`src/rtl/seq_cas_divider_if.sv`:
```
// rtl/seq_cas_divider_if.sv - request/result bundle for the sequential CAS divider
//
// Signals:
//   start        request, driven by the master, sampled by the divider only when idle
//   dividend     WIDTH-bit unsigned dividend, captured with an accepted start
//   divisor      WIDTH-bit unsigned divisor, captured with an accepted start
//   busy         divider is iterating or correcting
//   done         one-cycle pulse when quotient/remainder/div_by_zero become valid
//   quotient     WIDTH-bit unsigned quotient
//   remainder    WIDTH-bit unsigned remainder
//   div_by_zero  captured divisor was zero
// Modports: master drives the request side, slave (the divider) drives results.

interface seq_cas_divider_if #(
  parameter int WIDTH = 7
);
  logic             start;
  logic [WIDTH-1:0] dividend;
  logic [WIDTH-1:0] divisor;
  logic             busy;
  logic             done;
  logic [WIDTH-1:0] quotient;
  logic [WIDTH-1:0] remainder;
  logic             div_by_zero;

  modport master (
    output start, dividend, divisor,
    input  busy, done, quotient, remainder, div_by_zero
  );

  modport slave (
    input  start, dividend, divisor,
    output busy, done, quotient, remainder, div_by_zero
  );
endinterface

```
`src/rtl/seq_cas_divider.sv`:
```
// rtl/seq_cas_divider.sv - sequential unsigned non-restoring divider built on one CAS row
//
// Ports:
//   clk   rising-edge clock
//   rst   synchronous, active-high reset; abandons any division in flight
//   bus   seq_cas_divider_if.slave:
//           start/dividend/divisor in; busy/done/quotient/remainder/div_by_zero out
//
// One WIDTH+2-bit controlled add/subtract row is evaluated per ITER cycle,
// followed by a single FIX cycle that restores a negative partial remainder.
// A zero divisor bypasses the iterations and reports all-ones quotient with
// the dividend as remainder.

module seq_cas_divider #(
  parameter int WIDTH = 7
) (
  input  logic              clk,
  input  logic              rst,
  seq_cas_divider_if.slave  bus
);

  localparam int CW = $clog2(WIDTH + 1);
  localparam logic [CW-1:0] LAST = CW'(WIDTH - 1);

  typedef enum logic [1:0] {
    IDLE = 2'd0,
    ITER = 2'd1,
    FIX  = 2'd2,
    DONE = 2'd3
  } state_t;

  state_t           state;
  logic [WIDTH+1:0] p;        // signed partial remainder
  logic [WIDTH-1:0] q;        // dividend bits shift out, quotient bits shift in
  logic [WIDTH-1:0] d;        // captured divisor
  logic [CW-1:0]    cnt;

  logic             busy_r;
  logic             done_r;
  logic [WIDTH-1:0] quotient_r;
  logic [WIDTH-1:0] remainder_r;
  logic             dbz_r;

  logic [WIDTH+1:0] s;        // {P,Q} shifted left by one, upper part
  logic [WIDTH+1:0] dx;       // zero-extended divisor
  logic [WIDTH+1:0] p_iter;   // CAS row result
  logic [WIDTH+1:0] p_fix;    // remainder after final correction

  // The CAS row: a non-negative partial remainder subtracts the divisor,
  // a negative one adds it back. |S| < 2*D keeps the result inside WIDTH+2 bits.
  always_comb begin
    s      = {p[WIDTH:0], q[WIDTH-1]};
    dx     = {2'b00, d};
    p_iter = p[WIDTH+1] ? (s + dx) : (s - dx);
    p_fix  = p[WIDTH+1] ? (p + dx) : p;
  end

  always_ff @(posedge clk) begin
    if (rst) begin
      state       <= IDLE;
      p           <= '0;
      q           <= '0;
      d           <= '0;
      cnt         <= '0;
      busy_r      <= 1'b0;
      done_r      <= 1'b0;
      quotient_r  <= '0;
      remainder_r <= '0;
      dbz_r       <= 1'b0;
    end else begin
      done_r <= 1'b0;
      case (state)
        IDLE: begin
          if (bus.start) begin
            if (bus.divisor != '0) begin
              p      <= '0;
              q      <= bus.dividend;
              d      <= bus.divisor;
              cnt    <= '0;
              dbz_r  <= 1'b0;
              busy_r <= 1'b1;
              state  <= ITER;
            end else begin
              quotient_r  <= '1;
              remainder_r <= bus.dividend;
              dbz_r       <= 1'b1;
              done_r      <= 1'b1;
              state       <= DONE;
            end
          end
        end

        ITER: begin
          p   <= p_iter;
          // The new quotient bit is 1 exactly when the new remainder is non-negative.
          q   <= {q[WIDTH-2:0], ~p_iter[WIDTH+1]};
          cnt <= cnt + CW'(1);
          if (cnt == LAST) begin
            state <= FIX;
          end
        end

        FIX: begin
          p           <= p_fix;
          quotient_r  <= q;
          remainder_r <= p_fix[WIDTH-1:0];
          busy_r      <= 1'b0;
          done_r      <= 1'b1;
          state       <= DONE;
        end

        DONE: begin
          // start is deliberately not looked at here; the next request is
          // taken in the IDLE cycle that follows.
          state <= IDLE;
        end

        default: begin
          state  <= IDLE;
          busy_r <= 1'b0;
        end
      endcase
    end
  end

  assign bus.busy        = busy_r;
  assign bus.done        = done_r;
  assign bus.quotient    = quotient_r;
  assign bus.remainder   = remainder_r;
  assign bus.div_by_zero = dbz_r;

endmodule

```
`src/flat_wrapper.sv`:
```
// flat-port wrapper written by rule: the top's interface ports become plain ports
module seq_cas_divider_flat 
#(
  parameter int WIDTH = 7
)
  (clk, rst, bus_start, bus_dividend, bus_divisor, bus_busy, bus_done, bus_quotient, bus_remainder, bus_div_by_zero);
  seq_cas_divider_if #(.WIDTH(WIDTH)) bus_i ();
  input  logic clk;
  input  logic rst;
  input wire logic [$bits(bus_i.start)-1:0] bus_start;
  input wire logic [$bits(bus_i.dividend)-1:0] bus_dividend;
  input wire logic [$bits(bus_i.divisor)-1:0] bus_divisor;
  output wire logic [$bits(bus_i.busy)-1:0] bus_busy;
  output wire logic [$bits(bus_i.done)-1:0] bus_done;
  output wire logic [$bits(bus_i.quotient)-1:0] bus_quotient;
  output wire logic [$bits(bus_i.remainder)-1:0] bus_remainder;
  output wire logic [$bits(bus_i.div_by_zero)-1:0] bus_div_by_zero;
  assign bus_i.start = bus_start;
  assign bus_i.dividend = bus_dividend;
  assign bus_i.divisor = bus_divisor;
  assign bus_busy = bus_i.busy;
  assign bus_done = bus_i.done;
  assign bus_quotient = bus_i.quotient;
  assign bus_remainder = bus_i.remainder;
  assign bus_div_by_zero = bus_i.div_by_zero;
  seq_cas_divider #(.WIDTH(WIDTH)) u_core (.clk(clk), .rst(rst), .bus(bus_i));
endmodule
```
`config.mk`:
```
export PLATFORM = sky130hd
export DESIGN_NAME = seq_cas_divider_flat
export DESIGN_NICKNAME = d
export VERILOG_FILES = /design/src/rtl/seq_cas_divider_if.sv /design/src/rtl/seq_cas_divider.sv /design/src/flat_wrapper.sv
export SDC_FILE = /design/constraint.sdc
export NUM_CORES = 1
export LEC_CHECK = 0
export CAP_MARGIN = 30
export CORE_MARGIN = 10
export CORE_UTILIZATION = 45
export CTS_BUF_LIST = sky130_fd_sc_hd__clkbuf_4 sky130_fd_sc_hd__clkbuf_8
export DETAILED_ROUTE_END_ITERATION = 10
export GPL_TIMING_DRIVEN = 0
export PLACE_DENSITY_LB_ADDON = 0.15
export SKIP_CTS_REPAIR_TIMING = 1
export SLEW_MARGIN = 20
export SYNTH_ARGS = -nofsm -noshare
export SYNTH_HDL_FRONTEND = slang
export SYNTH_SLANG_ARGS = --single-unit
```
`constraint.sdc`:
```
create_clock -name clk -period 2.53 [get_ports clk]
set_input_delay 0.506 -clock clk [delete_from_list [all_inputs] [get_ports clk]]
set_output_delay 0.506 -clock clk [all_outputs]
set_load 0.01 [all_outputs]
```
==> results_tabular.tex <==
\begin{tabular}{lr}
\hline
Metric & Value \\
\hline
\multicolumn{2}{l}{\textbf{Status}} \\
\quad Result of the run & completed \\
\multicolumn{2}{l}{\textbf{Logic synthesis}} \\
\quad Proportion of synthesized area in mux cells & 5.36\% \\
\quad Netlist Area Pre-Place & approximately 0.0029 mm\^{}2 \\
\quad Synth Register Bits & 45 \\
\quad Synth top area share & between 30\% and 40\% \\
\quad Number of enable-type register cells in the synthesized netlist & 0 \\
\quad Mean instance size in the synthesized netlist & between 8 and 9 um\^{}2 \\
\quad Post-synthesis share of cell area spent on full adders, half adders and majority gates & between 10 and 15\% \\
\quad Main synth FF type & dfxtp\_1 \\
\quad Instance count of the mapped netlist & $\sim$360 \\
\quad Fraction of registers with async set or reset after synthesis & 0\% \\
\quad Main combinational cell family by area after synthesis & compound AO/OA/AOI/OAI gates \\
\quad Compound-Gate Fraction of Synth Area & between 20\% and 30\% \\
\quad Top post-synthesis cells by area & dfxtp\_1, ha\_1, a21oi\_1 \\
\quad Area share of xor/xnor cells in the synthesized design & approximately 3.6\% \\
\quad Cell taking the most area after synthesis & dfxtp\_1 \\
\quad Simple-Gate Fraction of Synth Area & between 10\% and 20\% \\
\quad Register area share after synthesis & a little under a third \\
\quad Number of warning messages in the yosys log & 0 \\
\quad Yosys cell types & 52 \\
\quad Synthesized net count & approximately 400 \\
\multicolumn{2}{l}{\textbf{Timing}} \\
\quad Final Cycle Share & between 90\% and 100\% \\
\quad Slew margin rel. & 50.4\% \\
\quad Number of hold violations in the final report & 0 \\
\quad Smallest setup slack after layout & between 10 and 15 ps \\
\quad Final Slew Violations & 0 \\
\quad Final Critical Period & 2520 ps \\
\quad RSZ-0062 raised after global routing & yes \\
\quad Total setup violations reported at the end of the flow & 0 \\
\quad Measured slew at the worst slew-check pin & about 740 ps \\
\quad Clock Skew & $\sim$9.5 ps \\
\quad Maximum frequency from static timing analysis & 0.397 GHz \\
\multicolumn{2}{l}{\textbf{Die}} \\
\quad I/O pin total & 34 \\
\quad Die area & 0.0101 mm\^{}2 \\
\quad Initial standard-cell utilization of the core & 46.2\% \\
\quad Number of rows created at floorplan & 29 \\
\quad Die height & around 100 um \\
\quad Placeable core region & approximately 0.0063 mm\^{}2 \\
\quad Chip width & just over 100 um \\
\multicolumn{2}{l}{\textbf{GRT}} \\
\quad Via count of the first global-routing pass & roughly 2800 \\
\quad Grt ovf & 0 \\
\quad Initial antenna violation count & 0 \\
\quad Wire length of the first global-routing pass & 13800 um \\
\quad Largest net degree at the start of global routing & 14 \\
\quad Global router's overall resource usage & about 17\% \\
\multicolumn{2}{l}{\textbf{Power}} \\
\quad Switching power of the nets & roughly 1.4 mW \\
\quad Power density relative to cell area & about 900 mW/mm\^{}2 \\
\quad Relative contribution of sequential cells to total power & 31.7\% \\
\quad Leakage dissipation & 1.37 nW \\
\quad Internal Dissipation & $\sim$1.8 mW \\
\quad Worst VDD drop & 0.453 mV \\
\quad Logic pwr share & $\sim$53\% \\
\quad Portion of total power attributed to the clock network & 14.9\% \\
\quad Sw frac & between 40\% and 50\% \\
\multicolumn{2}{l}{\textbf{Clocking}} \\
\quad Number of CTS-inserted buffers & 5 \\
\quad TritonCTS clock tree & yes \\
\quad Root cell of the clock tree & clkbuf\_8 \\
\quad Clock-pin transition on the worst setup and hold timing paths & 90 ps \\
\quad Largest buffer count on any clock path & 2 \\
\quad Worst-skew pair later-pin latency & approximately 310 ps \\
\quad H-tree Lvls & 2 \\
\quad Total number of clock tree sinks & between 40 and 50 \\
\multicolumn{2}{l}{\textbf{Place}} \\
\quad Placement Setup Slack & -454 ps \\
\quad Half-perimeter wire length after placement & roughly 6200 um \\
\quad Placed insts & between 400 and 500 \\
\quad Port bufs & 32 \\
\quad Cell area after placement & $\sim$0.0033 mm\^{}2 \\
\quad Last weighted congestion value of the routability-driven placer & 0.851 \\
\multicolumn{2}{l}{\textbf{Critical path}} \\
\quad Critical Path RT & between 2000 and 3000 ps \\
\quad Critical-path cell list & inv\_2 -> ha\_4 -> mux2\_4 -> fa\_2 -> a211oi\_4 -> o21ai\_1 -> a31oi\_1 -> xnor2\_1 -> mux2i\_1 -> a211oi\_1 \\
\quad Largest driver fanout on the critical path & 4 \\
\quad Worst-path cell with the longest stage delay & fa\_2 \\
\quad Endpoint arrival time on the critical path & approximately 2700 ps \\
\quad Top cell family by delay on the critical path & compound AO/OA/AOI/OAI gates \\
\quad Kind of start point of the critical path & flop \\
\quad Worst Setup Path Type & reg -> reg \\
\quad Endpoint type of the worst setup path & flop \\
\quad WP buf/inv & 1 \\
\quad Delay of the slowest cell on the worst path & around 400 ps \\
\multicolumn{2}{l}{\textbf{Worst hold path}} \\
\quad Path type of the worst min-delay path & reg -> reg \\
\multicolumn{2}{l}{\textbf{Routing}} \\
\quad Avg WL per Cell & 16.9 um \\
\quad Remaining antenna violation count after routing & 0 \\
\quad 1st-iter DRT viols & 151 \\
\quad Average via count per standard cell & 5.68 \\
\quad Routed wire length & approximately 8000 um \\
\quad First drt pass iteration count & 5 \\
\quad Number of vias after detailed routing & 2760 \\
\quad Total DRC errors in the routed layout & 0 \\
\multicolumn{2}{l}{\textbf{Final layout}} \\
\quad Cell area after layout & 0.00354 mm\^{}2 \\
\quad Total Nets Final & between 400 and 500 \\
\quad \# diodes & 0 \\
\quad Final Instance Count excl. Fillers & 486 \\
\quad Layout-stage area growth over the synthesis result & 21.5\% \\
\quad Ratio of cells with drive above 1 in the final layout & around an eighth \\
\multicolumn{2}{l}{\textbf{Flow run}} \\
\quad Max-Cap Viols & 0 \\
\hline
\end{tabular}
cell usage after synthesis (5+ instances only):
cell type	number
a22oi_1	5
clkbuf_1	8
dfxtp_1	45
a211oi_1	13
mux2_2	5
buf_2	7
nor3_1	6
ha_1	23
nor2_1	39
inv_1	15
nand3_1	6
xnor2_1	9
a21oi_1	40
o21ai_0	24
mux2i_1	10
nand2_1	48
through the flow:
| stage | setup TNS, ps | util [%] | hold slack [ps] | total power, mW |
|---|---|---|---|---|
| global placement | -1110 | 53.0 | 440 | 2.55 |
| global route | -113 | 56.1 | 475 | 3.39 |
| detailed placement | -1160 | 53.0 | 446 | 2.58 |
| CTS | -1300 | 54.5 | 464 | 3.05 |
| floorplan | 0 | - | 452 | 2.10 |
| finish | 0 | 56.1 | 460 | 3.15 |
worst paths after layout:
path                                                           from                                  end  slack (ps)  cells after the start
worst max-delay path                       u_core.d[0]$_SDFFE_PP0P_             u_core.q[0]$_SDFFE_PP0P_          10                     10
worst min-delay path            u_core.bus.quotient[6]$_SDFFE_PP0P_  u_core.bus.quotient[6]$_SDFFE_PP0P_         460                      2
worst max register to register             u_core.d[0]$_SDFFE_PP0P_             u_core.q[0]$_SDFFE_PP0P_          10                     10
worst min register to register  u_core.bus.quotient[6]$_SDFFE_PP0P_  u_core.bus.quotient[6]$_SDFFE_PP0P_         460                      2
cells by family (layout without fill, tap and decap cells):
family,count (synthesis),count (layout)
flip-flops,45,45
buffers and inverters,32,77
XOR/XNOR,12,12
AND/OR/NAND/NOR,115,115
AO/OA/AOI/OAI,120,120
multiplexers,15,15
adder cells (fa/ha/maj),25,25
state kept, by name, indices dropped and copies added (netlist names):
| signal | flops |
|---|---|
| u_core.cnt | 3 |
| u_core.bus.done | 1 |
| u_core.q | 7 |
| u_core.p | 9 |
| u_core.state | 2 |
| u_core.bus.div_by_zero | 1 |
| u_core.bus.busy | 1 |
| u_core.bus.remainder | 7 |
| u_core.bus.quotient | 7 |
| u_core.d | 7 |
metal layers:
metal  vias to the layer above  wire length, um  GRT usage, %
met5                         -                0             0
met4                         0              118          5.65
met3                        11              352          3.16
met2                        65             3820          27.3
met1                      1301             3900          21.7
li1                       1383                -             -
layout by cell type (no fill, tap or decap), types with 3 or more instances in the layout:
cell,synthesis,layout
xnor2_1,9,9
a31oi_1,4,4
nor3_1,6,5
a22oi_1,5,5
dfxtp_4,0,3
mux2i_1,10,10
buf_4,0,6
clkbuf_1,8,8
a21o_1,4,4
nand3_1,6,6
clkdlybuf4s50_1,0,32
ha_1,23,21
o211ai_1,4,4
o21ai_2,3,4
o21a_1,4,4
xor2_1,3,3
a21oi_1,40,40
dfxtp_1,45,42
nor2_1,39,39
buf_2,7,6
nand2_1,48,48
o21ai_0,24,21
mux2_2,5,4
inv_1,15,13
a211oi_1,13,12
clkbuf_8,0,5
o21bai_1,3,3
worst register-to-register path, stage by stage, from the launching register on:
cell	delay, ps
dfxtp_4	380
inv_2	50
ha_4	220
mux2_4	280
fa_2	390
a211oi_4	260
o21ai_1	90
a31oi_1	170
xnor2_1	220
mux2i_1	160
a211oi_1	220
layout make-up:
cell class	instances	area [um^2]
flip-flops and latches	45	912
inverters	16	62.6
fillers	628	2770
well taps	77	96.3
plain buffers	15	75.1
repair buffers	38	365
clock inverters	1	7.51
multi-input cells	287	1940
clock buffers	7	83.8
power groups by stage:
stage               combinational, mW  sequential [mW]  clock (mW)
floorplan                        1.11            0.989           0
global placement                 1.55            0.999           0
detailed placement               1.58             1.00           0
CTS                              1.58            0.990       0.478
global route                     1.87             1.02       0.506
finish                           1.68            0.997       0.469
Power figures use the tool's default switching activity.
